**src/rtl/mult_booth_seq.sv**
```systemverilog
// Sequential 32-bit signed radix-2 Booth multiplier.
// Four carry-lookahead 8-bit slices form the per-cycle add/subtract path.

// 8-bit carry-lookahead slice with group generate/propagate
module eight_bit_adder (
    input  logic [7:0] i_a,
    input  logic [7:0] i_b,
    input  logic       i_cin,
    output logic [7:0] o_s,
    output logic       o_g0,
    output logic       o_p0
);
    logic [7:0] w_g;
    logic [7:0] w_p;
    logic [8:0] w_c;
    logic       w_gg;

    assign w_g = i_a & i_b;
    assign w_p = i_a ^ i_b;

    // Lookahead carries plus cin-independent group generate
    always_comb begin
        w_c    = '0;
        w_c[0] = i_cin;
        w_gg   = 1'b0;
        for (int i = 0; i < 8; i++) begin
            w_c[i+1] = w_g[i] | (w_p[i] & w_c[i]);
            w_gg     = w_g[i] | (w_p[i] & w_gg);
        end
    end

    assign o_s  = w_p ^ w_c[7:0];
    assign o_g0 = w_gg;
    assign o_p0 = &w_p;
endmodule

module mult_booth_seq (
    input  logic        clock,
    input  logic        reset,
    input  logic        ctrl_MULT,
    input  logic [31:0] data_operandA,
    input  logic [31:0] data_operandB,
    output logic [31:0] data_result,
    output logic        data_exception,
    output logic        data_resultRDY,
    output logic        busy
);
    typedef enum logic [1:0] {
        S_IDLE,
        S_RUN,
        S_DONE
    } state_t;

    state_t      r_state;
    logic [31:0] r_m;
    logic [64:0] r_p;
    logic [5:0]  r_cnt;
    logic [31:0] r_result;
    logic        r_exc;
    logic        r_rdy;
    logic        r_busy;

    logic [31:0] w_hi;
    logic        w_add;
    logic        w_sub;
    logic [31:0] w_op;
    logic [31:0] w_sum;
    logic [4:0]  w_c;
    logic [3:0]  w_gk;
    logic [3:0]  w_pk;
    logic        w_sign;
    logic [64:0] w_pnext;
    logic        w_ovf;

    assign w_hi  = r_p[64:33];
    assign w_add = (r_p[1:0] == 2'b01);
    assign w_sub = (r_p[1:0] == 2'b10);
    assign w_op  = w_sub ? ~r_m : (w_add ? r_m : 32'd0);

    assign w_c[0] = w_sub;

    for (genvar k = 0; k < 4; k++) begin : g_slice
        eight_bit_adder u_add (
            .i_a   (w_hi[8*k +: 8]),
            .i_b   (w_op[8*k +: 8]),
            .i_cin (w_c[k]),
            .o_s   (w_sum[8*k +: 8]),
            .o_g0  (w_gk[k]),
            .o_p0  (w_pk[k])
        );
        assign w_c[k+1] = w_gk[k] | (w_pk[k] & w_c[k]);
    end

    // Shift in the sign of the exact 33-bit sum so hi - (-2^31) cannot wrap
    assign w_sign  = w_hi[31] ^ w_op[31] ^ w_c[4];
    assign w_pnext = {w_sign, w_sum, r_p[32:1]};
    assign w_ovf   = (w_pnext[64:33] != {32{w_pnext[32]}});

    // Control FSM, Booth datapath and registered outputs
    always_ff @(posedge clock or negedge reset) begin
        if (!reset) begin
            r_state  <= S_IDLE;
            r_m      <= '0;
            r_p      <= '0;
            r_cnt    <= '0;
            r_result <= '0;
            r_exc    <= 1'b0;
            r_rdy    <= 1'b0;
            r_busy   <= 1'b0;
        end else begin
            r_rdy <= 1'b0;
            if (ctrl_MULT) begin
                r_state <= S_RUN;
                r_m     <= data_operandA;
                r_p     <= {32'd0, data_operandB, 1'b0};
                r_cnt   <= '0;
                r_busy  <= 1'b1;
            end else begin
                unique case (r_state)
                    S_IDLE: begin
                        r_state <= S_IDLE;
                    end
                    S_RUN: begin
                        r_p   <= w_pnext;
                        r_cnt <= r_cnt + 6'd1;
                        if (r_cnt == 6'd31) begin
                            r_state  <= S_DONE;
                            r_busy   <= 1'b0;
                            r_rdy    <= 1'b1;
                            r_result <= w_pnext[32:1];
                            r_exc    <= w_ovf;
                        end
                    end
                    S_DONE: begin
                        r_state <= S_IDLE;
                    end
                    default: begin
                        r_state <= S_IDLE;
                        r_busy  <= 1'b0;
                    end
                endcase
            end
        end
    end

    assign data_result    = r_result;
    assign data_exception = r_exc;
    assign data_resultRDY = r_rdy;
    assign busy           = r_busy;
endmodule

```
**config.mk**
```make
export PLATFORM = sky130hd
export DESIGN_NAME = mult_booth_seq
export DESIGN_NICKNAME = d
export VERILOG_FILES = /design/src/rtl/mult_booth_seq.sv
export SDC_FILE = /design/constraint.sdc
export NUM_CORES = 1
export LEC_CHECK = 0
export BUFFER_PORTS_ARGS = -buffer_cell sky130_fd_sc_hd__buf_4
export CAP_MARGIN = 10
export CORE_MARGIN = 4
export CORE_UTILIZATION = 40
export CTS_BUF_LIST = sky130_fd_sc_hd__clkbuf_8
export CTS_CLUSTER_DIAMETER = 50
export CTS_CLUSTER_SIZE = 25
export DETAILED_ROUTE_END_ITERATION = 10
export GPL_ROUTABILITY_DRIVEN = 0
export PLACE_DENSITY = 0.58
export SETUP_SLACK_MARGIN = 0.4
export SLEW_MARGIN = 20
export SYNTH_ARGS = -nofsm -noshare
export SYNTH_HDL_FRONTEND = slang
export SYNTH_SLANG_ARGS = --single-unit
export TNS_END_PERCENT = 50
```
**constraint.sdc**
```tcl
create_clock -name clock -period 8.8 [get_ports clock]
set_input_delay 1.76 -clock clock [delete_from_list [all_inputs] [get_ports clock]]
set_output_delay 1.76 -clock clock [all_outputs]
set_load 0.02 [all_outputs]
```
# --- After elaboration in Yosys (flattened, before gate mapping) ---
# Index checks and enable logic that the tools add are counted.
word_totals:
  ff_bits: 140
  inputBits: 67
  output_inout_bits: 35
  wordCells: 177
classes:
  addsub: 1
  eq_ne: 8
  n_mux: 15
  bitwise_logic: 136
  n_reduce_logical: 9
op_table:
  columns: ["op", "count"]
  rows:
  - ["65-bit 2-to-1 mux", 2]
  - ["32-bit 2-to-1 mux", 2]
  - ["8-bit bitwise XOR", 8]
  - ["1-bit bitwise AND", 60]
  - ["1-bit OR", 60]
  - ["8-bit bitwise AND", 4]
  - ["32-bit inequality test", 1]
  - ["32-bit NOT", 1]
  - ["8-bit AND reduction", 4]
  - ["6-bit 2-to-1 mux", 2]
  - ["6-bit by 1-bit adder with 6-bit output, second input constant", 1]
  - ["6-bit by 5-bit == test with 1-bit output, second input constant", 1]
  - ["2-bit 2-to-1 mux", 3]
  - ["1-bit 2-to-1 mux", 5]
  - ["2-bit by 1-bit == test with 1-bit output, second input constant", 2]
  - ["2-bit == test, second input constant", 2]
  - ["3-bit inequality test, second input constant", 1]
  - ["3-bit AND reduction", 1]
  - ["2-bit logical NOT", 1]
  - ["2-bit by 1-bit inequality test with 1-bit output, second input constant", 1]
  - ["1-bit case mux with 2 select lines", 1]
  - ["2-bit AND reduction", 1]
  - ["2-bit nonzero test", 1]
  - ["2-bit OR reduction", 1]
  - ["2 further kinds", 3]

# --- Depth between registers and ports, before layout ---
# Gate-level depths: netlist of run 1.
logic_depth:
  ltp_word: 40
  mapped_depth: 27

# --- Hierarchy ---
# From an unflattened synthesis of run 1, not the netlist that was laid out.
hier_totals:
  cells_unflattened: 707
  area_unflattened_um2: 7516.0
modules_own_cells:
  columns: ["mod", "n_inst", "cells_each", "area_each_um2", "seq_area_each_um2"]
  rows:
  - ["mult_booth_seq", 1, 576, 6168.4, 3503.4]
  - ["eight_bit_adder (g_slice[0].u_add ...)", 3, 33, 332.8, 0.0]
  - ["eight_bit_adder (g_slice[3].u_add)", 1, 32, 349.1, 0.0]

# --- Least setup slack after synthesis of run 1 ---
# OpenSTA, ideal clock, no wires.
synth_path:
  kind: "flip-flop to flip-flop"
  start: "register r_p[1]"
  end: "register r_exc, in the netlist data_exception"
  setup_time_ns: 0.126
  t_arrival_ns: 6.273
  setup_slack_ns: 2.401
  stages_incl_launch_ff: 27
  path_buffers: 1
  synth_period_minus_slack_ns: 6.399
  path_cell_list: "dfrtp_1 > nor2b_1 > clkbuf_1 > nand2_1 > o21ai_0 > ha_1 > a2111oi_2 > o21ai_1 > a21o_1 > a21oi_2 > nand2_1 > nand2_1 > nand2_1 > fa_1 > fa_1 > fa_1 > fa_1 > fa_1 > fa_1 > fa_1 > nor3b_1 > a21oi_1 > nor3_2 > nand2_1 > nor4b_2 > mux2_1 > nor3_1"
synth_via:
  elab_chain_cells: 39
synth_lines:
  columns: ["element", "line_no", "source"]
  rows:
  - ["start, declared", "56", "logic [64:0] r_p;"]
  - ["start signal, assigned", "115", "r_p <= {32'd0, data_operandB, 1'b0};"]
  - ["start signal, assigned", "124", "r_p <= w_pnext;"]
  - ["2-bit by 1-bit == test with 1-bit output", "76", "assign w_add = (r_p[1:0] == 2'b01);"]
  - ["32-bit 2-to-1 mux (2 in a row)", "78", "assign w_op = w_sub ? ~r_m : (w_add ? r_m : 32'd0);"]
  - ["8-bit bitwise XOR or 8-bit bitwise AND (tied branches)", "19, 18", null]
  - ["1-bit bitwise AND", "28", "w_gg = w_g[i] | (w_p[i] & w_gg);"]
  - ["1-bit OR", "28", null]
  - ["1-bit bitwise AND", "28", null]
  - ["1-bit OR", "28", null]
  - ["1-bit bitwise AND", "28", null]
  - ["[22 not listed]", null, null]
  - ["1-bit bitwise AND", "27", "w_c[i+1] = w_g[i] | (w_p[i] & w_c[i]);"]
  - ["1-bit OR", "27", null]
  - ["1-bit bitwise AND", "27", null]
  - ["1-bit OR", "27", null]
  - ["1-bit bitwise AND", "27", null]
  - ["1-bit OR", "27", null]
  - ["8-bit bitwise XOR", "32", "assign o_s = w_p ^ w_c[7:0];"]
  - ["32-bit inequality test *", "97", "assign w_ovf = (w_pnext[64:33] != {32{w_pnext[32]}});"]
  - ["end signal, assigned", "131", "r_exc <= w_ovf;"]
  - ["end, declared", "59", "logic r_exc;"]
# Mark *: on every way between the ends. The rest lies on a longest branch, timed or not.
# A chain may end at the register's enable or synchronous reset.

# --- Worst setup path in the final report of run 1 ---
layout_path:
  start: "register r_p[0]"
  end: "register r_exc, in the netlist data_exception"
# The elaborated chain is that of the path after synthesis.

==> results of run 1 <==
## path summary, 6_finish.rpt
kind / from / cells past startpoint / slack [ns] / to
worst max register to register: r_p[0] / 24 / 1.68 / data_exception
min in group asynchronous: reset / 1 / 1.32 / r_m[10]
worst max-delay path: r_p[0] / 24 / 1.68 / data_exception
worst min-delay path: data_result[27] / 2 / 0.48 / data_result[27]
worst min register to register: data_result[27] / 2 / 0.48 / data_result[27]
max in group asynchronous: reset / 2 / 6.13 / r_m[21]
## cell type report
class                   count  area [um^2]  share of cell area [%]
repair buffers            107        807.0                   9.157
flip-flops and latches    140         3503                   39.75
well taps                 229        286.5                   3.251
clock inverters            14        133.9                   1.519
clock buffers              18        247.7                   2.811
multi-input cells         567         3767                   42.75
inverters                  18        67.56                  0.7666
## cell families after synthesis
| logic type | Yosys count |
|---|---|
| and+or+nand+nor | 296 |
| DFF | 140 |
| AOI/OAI and AO/OA | 137 |
| muxes | 65 |
| adders and majority gates | 61 |
| buffers and inverters | 59 |
| xor gates and xnor gates | 8 |
## layer usage
metal	up-vias	share of wire, %	global-route usage, %
met1	2653	46	22.58
met3	19	5.6	5.159
li1	2762	-	-
met2	124	47	28.01
met5	-	0	0
met4	0	1.0	4.320
## placed cells by master, fill, tap and decap left out, types with 4 or more instances in the layout
master	n
buf_4	106
fa_1	28
nor4b_1	6
mux2i_1	32
xor2_1	6
inv_6	6
clkbuf_8	18
clkinv_4	4
ha_1	33
nor2_1	28
inv_1	18
nand2_1	223
dfrtp_1	140
a21oi_1	41
nor3_1	5
mux2_2	32
nand4_1	10
nand4b_1	6
o21ai_0	75
a211oi_1	5
## worst max-delay path: cells and delay by family (launching register included)
| family | cells | cell delay (ns) |
|---|---|---|
| compound gates | 6 | 1.41 |
| simple gates | 9 | 1.57 |
| fa+ha+maj | 8 | 3.43 |
| flops | 1 | 0.42 |
| mux | 1 | 0.16 |
## stage by stage
stage / std cells / setup slack [ns] / power [W] / cell area, um^2
global route: 1093 / 1.214 / 0.001844 / 8813
finish: 1093 / 1.681 / 0.001724 / 8813
CTS: 1093 / 1.641 / 0.001745 / 8813
global placement: 1061 / 1.953 / 0.001207 / 8432
detailed placement: 1061 / 1.681 / 0.001224 / 8432
floorplan: 766 / 2.401 / 0.001082 / 7481
## registers in the layout, indices dropped and copies added (netlist names)
register	cells
r_p	65
data_exception	1
r_state	2
data_result	32
busy	1
r_cnt	6
data_resultRDY	1
r_m	32
## report_power, final
group	switching (W)	internal, W	total, W
Sequential	0.0000697	0.000712	0.000782
Combinational	0.000236	0.000196	0.000432
Clock	0.000274	0.000236	0.000510
==> out/results.txt, run 1 <==
Fill cells - 1738
Number of pins exceeding their max-slew limit in the final report - 0
Overall routing resource usage - 17.19%
Unrepaired setup endpoints after global routing - false
Slew HR - 33.57%
Share of synthesized flip-flops with an asynchronous set or reset - 100.0%
Total of buffers placed on input and output ports - 101
Total die area - 20950 um^2
Type of element launching the critical path - register
Detail Placement HPWL - 11570 um
Sequential share of the synthesized area - 46.83%
Max-Cap Viols - 0
TritonCTS clock tree - done
Final hold violation count - 0
Area fraction in and, or, nand and nor cells after synthesis - 17.03%
Synthesized-area fraction occupied by ao, oa, aoi and oai cells - 9.968%
Die outline height - 144.8 um
Synth area leader - dfrtp_1
Share of Yosys cell area claimed by the top area cell type - 46.83%
Arrival time worst endpoint - 7.45 ns
Required time reported for the critical path endpoint - 9.13 ns
Die width - 144.8 um
Clock sink count - 140
Yosys warns - 0
Top fanout value on the critical path - 20
Top-Level Pins - 102
Avg Inst Size Synth - 9.766 um^2
Proportion of synthesized area in mux cells - 9.249%
DRC violation count after routing - 0
DRT antenna net count - 0
Combinational family with the most area after synthesis - simple AND/OR/NAND/NOR gates
Fraction of layout instances using a drive strength above 1 - 20.60%
Core region area - 18150 um^2
Worst IR Drop VDD - 0.1100 mV
Leading cell type by number of instances after synthesis - nand2_1
Grt total ovfl - 0
Routed wirelength normalized by instance count - 15.51 um
Insertion delay of the later-clocked pin in the worst-skew pair - 0.46 ns
Post-Syn Instances - 766
Clock Path Buffers - 2
Most used cell along the critical path - fa_1
Clock-pin slew on the worst setup and hold paths - 0.09 ns
Achievable clock frequency - 140.5 MHz
Via count of the first global-routing pass - 6030
Maximum number of pins on one net before global-route repair - 76
Detailed-router iteration count before antenna repair - 5
Net count after synthesis - 894
Final hold slack - 0.4808 ns
Critical path endpoint category - register
Post-DR vias/cell - 5.085
CP cell instances - nand2b_1, o21ai_0, ha_1, a2111oi_2, o21ai_1, a21o_1, a21oi_2, nand2_1, nand2_1, nand2_1, fa_1, fa_1, fa_1, fa_1, fa_1, fa_1, fa_1, nor3b_1, a21oi_1, nor3_2, nand2_1, nor4b_2, mux2_1, nor3_1
Netlist cell types - 45
Final Cycle Share - 80.90%
Number of synthesized flops with an enable pin - 0
Primary flip-flop cell chosen by synthesis mapping - dfrtp_1
Clock Tree Root - clkbuf_8
Leading post-synthesis cells by cell area - dfrtp_1 47%, nand2_1 11%, fa_1 7.5%
Worst slew pin tran - 0.9959 ns
Setup Fix Bufs, Post-CTS - 0
Number of vias after detailed routing - 5558
Count of instances resized after the clock tree is built - 0
Run status - complete, no violations
Post-Route Setup TNS - 0 ns
H-tree levels - 4
Antenna Cells - 0
Commonest cells post-synth - 223 x nand2_1, 140 x dfrtp_1, 75 x o21ai_0, 41 x a21oi_1, 35 x clkbuf_1
Finish-stage setup viols - 0
Area share of xor/xnor cells in the synthesized design - 0.9366%
Wire length of the first global-routing pass - 29060 um
Area growth from synthesis to final layout - 17.81%
Total clock buffers created by CTS - 17
Core Rows - 49
Type of the setup path with the least slack - register to register
Starting Density - 41.22%
Hold Crit Class - register to register
Final #Nets - 979
Crit-path max cell delay - 0.51 ns
Number of flip-flops and latches in the synthesized netlist - 140
Antenna violations before repair - 0
Number of design-rule violations left by the first detailed-router iteration - 378
Final min period - 7.119 ns
Arithmetic-cell share of the synthesized area counting full adders, half adders and majority gates - 13.01%
Final wirelength - 16950 um
Number of buffers inserted by hold repair at cts - 0
Cell area after technology mapping - 7481 um^2
Leakage dissipation - 4.125 nW
Cell Pwr Density - 195.6 nW/um^2
Clock Skew - 0.01121 ns
CP max-delay cell - fa_1
Layout Utilization - 48.57%
(Power assumes the default switching activity.)
==> run 2, diff against run 1 <==
--- a/config.mk
+++ b/config.mk
@@ -14,7 +14,7 @@
 export CTS_CLUSTER_SIZE = 25
 export DETAILED_ROUTE_END_ITERATION = 10
 export GPL_ROUTABILITY_DRIVEN = 0
-export PLACE_DENSITY = 0.58
+export PLACE_DENSITY = 0.6
 export SETUP_SLACK_MARGIN = 0.4
 export SLEW_MARGIN = 20
 export SYNTH_ARGS = -nofsm -noshare
==> constraint.sdc (replaced) <==
create_clock -name clock -period 6 [get_ports clock]
set_input_delay 1.2 -clock clock [delete_from_list [all_inputs] [get_ports clock]]
set_output_delay 1.2 -clock clock [all_outputs]
set_load 0.02 [all_outputs]
==> run 2 against run 1 <==
The run now ends with setup timing left. Non-clock buffer count grew 19. Wire length grew 0.28%. Largest cell class unchanged. Critical endpoint unchanged. Sequential cell count is the same. Cell count grew 1.7%.
==> out/results.txt, run 2 (synthesis results as in run 1) <==
Endpoint of the worst hold-timing path - data_result[5]
Crit-path max cell delay - 0.43 ns (-0.08 ns)
Critical R2R Capture - data_exception
Most common cell after layout, fill and taps aside - nand2_1
Area growth from synthesis to final layout - 21.74%
Overall routing resource usage - 17.17% (-0.023 points)
Die outline height - 144.8 um (unchanged)
Type of element launching the critical path - register
Worst slew pin tran - 1.062 ns (+0.06576 ns)
Top library cells by usage in the layout, fill and taps aside - 222 x nand2_1, 139 x dfrtp_1, 124 x buf_4, 68 x o21ai_0, 41 x a21oi_1
Launching point of the worst reg2reg path - r_p[0]
Number of design-rule violations left by the first detailed-router iteration - 285 (-25%)
Maximum number of pins on one net before global-route repair - 95 (+25%)
Unrepaired setup endpoints after global routing - true
Via count of the first global-routing pass - 5622 (-6.8%)
TritonCTS clock tree - done
Final Cycle Share - 100.0% (+19 points)
Number of buffers inserted by hold repair at cts - 0 (unchanged)
Final wirelength - 17000 um (+0.28%)
Depth of the worst hold-timing path - 2 (unchanged)
Post-DR vias/cell - 5.011 (-1.5%)
Arrival time worst endpoint - 6.34 ns (-1.11 ns)
Fill cells - 1744 (+0.35%)
Clock Skew - 0.01285 ns (+0.001635 ns)
Antenna violations before repair - 0 (unchanged)
Placed cells - 1077 (+1.5%)
Core region area - 18150 um^2 (unchanged)
Post-Place Cell Area - 8602 um^2 (+2.0%)
Clock Path Buffers - 2 (unchanged)
Antenna Cells - 0 (unchanged)
Fraction of layout instances using a drive strength above 1 - 25.14% (+4.5 points)
Setup ws final - -0.0008855 ns (-1.681 ns)
Core Rows - 49 (unchanged)
Largest reg by FF count - r_p
Detail Placement HPWL - 11470 um (-0.81%)
Final #Nets - 998 (+1.9%)
Max-Cap Viols - 0 (unchanged)
Buffers plus inverters on the worst setup path - 1 (+1)
Final hold violation count - 0 (unchanged)
Wire length of the first global-routing pass - 28650 um (-1.4%)
CP cell instances - nand2b_4, o21ai_0, ha_1, o21ai_0, a21oi_1, a21o_1, a21oi_2, nand2_2, fa_2, fa_2, fa_2, fa_2, fa_2, fa_1, inv_1, fa_1, nand4b_1, nor3_2, a31oi_1, nor3_2, nand2_1, nor4b_2, mux2_4, nor3_1
Number of flip-flops in the largest register - 65 (unchanged)
Count of placed standard cells in the final layout, fillers left out - 1112 (+1.7%)
Clock-pin slew on the worst setup and hold paths - 0.09 ns (about the same)
Top-Level Pins - 102 (unchanged)
Clock Tree Root - clkbuf_8
Achievable clock frequency - 166.6 MHz (+19%)
Post-Route Setup TNS - -0.0008855 ns (-0.0008855 ns)
DRC violation count after routing - 0 (unchanged)
Grt total ovfl - 0 (unchanged)
Cell family contributing the most delay on the critical path - adder cells
Finish-stage setup viols - 1 (+1)
Required time reported for the critical path endpoint - 6.34 ns (-2.79 ns)
CP max-delay cell - fa_1
Post-route standard cell area excluding fillers - 9107 um^2 (+3.3%)
Final hold slack - 0.4830 ns (+0.002136 ns)
Worst slack at placement - -0.1009 ns (-1.782 ns)
DRT antenna net count - 0 (unchanged)
Top fanout value on the critical path - 9 (-55%)
Slew HR - 29.23% (-4.3 points)
Die width - 144.8 um (unchanged)
Hold path startpoint - data_result[5]
H-tree levels - 4 (unchanged)
Type of the setup path with the least slack - register to register
Most used cell along the critical path - fa_2
Starting Density - 41.22% (unchanged)
Worst IR Drop VDD - 0.1567 mV (+42%)
Count of cells along the worst register-to-register path - 24 (unchanged)
Clock sink count - 140 (unchanged)
Violated checks - setup timing
Leakage dissipation - 4.231 nW (+2.6%)
Total die area - 20950 um^2 (unchanged)
Total of buffers placed on input and output ports - 101 (unchanged)
Number of pins exceeding their max-slew limit in the final report - 0 (unchanged)
Run status - finished, violations left
Detailed-router iteration count before antenna repair - 5 (unchanged)
Routed wirelength normalized by instance count - 15.28 um (-1.4%)
FF-to-FF setup slack - -0.0009 ns (-1.68 ns)
Final min period - 6.001 ns (-1.119 ns)
Number of vias after detailed routing - 5572 (+0.25%)
Insertion delay of the later-clocked pin in the worst-skew pair - 0.46 ns (about the same)
Hold Crit Class - register to register
Total clock buffers created by CTS - 17 (unchanged)
Critical path endpoint category - register
Cell Pwr Density - 290.0 nW/um^2 (+48%)
-- run 2: cell types whose count changed in the layout (fill, tap and decap cells not counted), moves of 2 or more --
cell	before	now
clkinv_4	4	2
buf_4	106	124
o21ai_1	2	7
inv_8	0	4
o21ai_2	0	2
fa_2	0	12
fa_1	28	16
o21ai_0	75	68
inv_6	6	4
-- run 2: how the worst max path moves through the flow --
| stage | to | start | slack, ns | cells past startpoint |
|---|---|---|---|---|
| global placement | data_exception | r_p[0] | -0.05 | 25 |
| finish | data_exception | r_p[0] | -0.0009 | 24 |
| floorplan | data_exception | r_p[1] | 0.13 | 27 |
| global route | data_exception | r_p[1] | -0.42 | 27 |
| CTS | data_exception | r_p[1] | -0.09 | 25 |
| detailed placement | data_exception | r_p[1] | -0.10 | 26 |
-- run 2: final cells by class --
| cell class | count | area, um^2 | area share, % |
|---|---|---|---|
| timing repair buffer | 126 | 953.4 | 10.47 |
| sequential | 140 | 3505 | 38.48 |
| clock inverter | 14 | 172.7 | 1.896 |
| multi-input combinational | 567 | 3875 | 42.55 |
| clock buffer | 18 | 247.7 | 2.720 |
| inverter | 18 | 67.56 | 0.7419 |
| tap | 229 | 286.5 | 3.146 |
-- run 2: repair_timing --
| action | CTS | global route |
|---|---|---|
| pin swaps | 8 | 4 |
| setup buffers | 2 | 1 |
| gates resized for setup | 7 | 10 |
| setup endpoints to repair | 1 | 3 |
-- run 2: power by group --
group          switching [W]  total [W]  internal, W
logic               0.000352   0.000674     0.000322
registers           0.000105    0.00115      0.00104
clock network       0.000420   0.000818     0.000398
total               0.000876    0.00264      0.00176
-- run 2: tightest hold or removal path, stage by stage (launching register included) --
cell     delay (ns)
dfrtp_1        0.35
nand2_1        0.05
nand2_1        0.05
-- run 2: layer usage --
metal / GRT usage (%) / share of wire, % / wire length, um
met1: 25.31 / 49 / 8283
met4: 3.976 / 0.76 / 129
met5: 0 / 0 / 0
met3: 5.094 / 6.0 / 1026
met2: 25.02 / 44 / 7556
-- run 2: per-stage QoR --
stage               total power [W]  utilization [%]
floorplan                  0.001598                -
global placement           0.001814            47.40
detailed placement         0.001820            47.40
CTS                        0.002667            49.96
global route               0.002828            50.19
finish                     0.002641            50.19
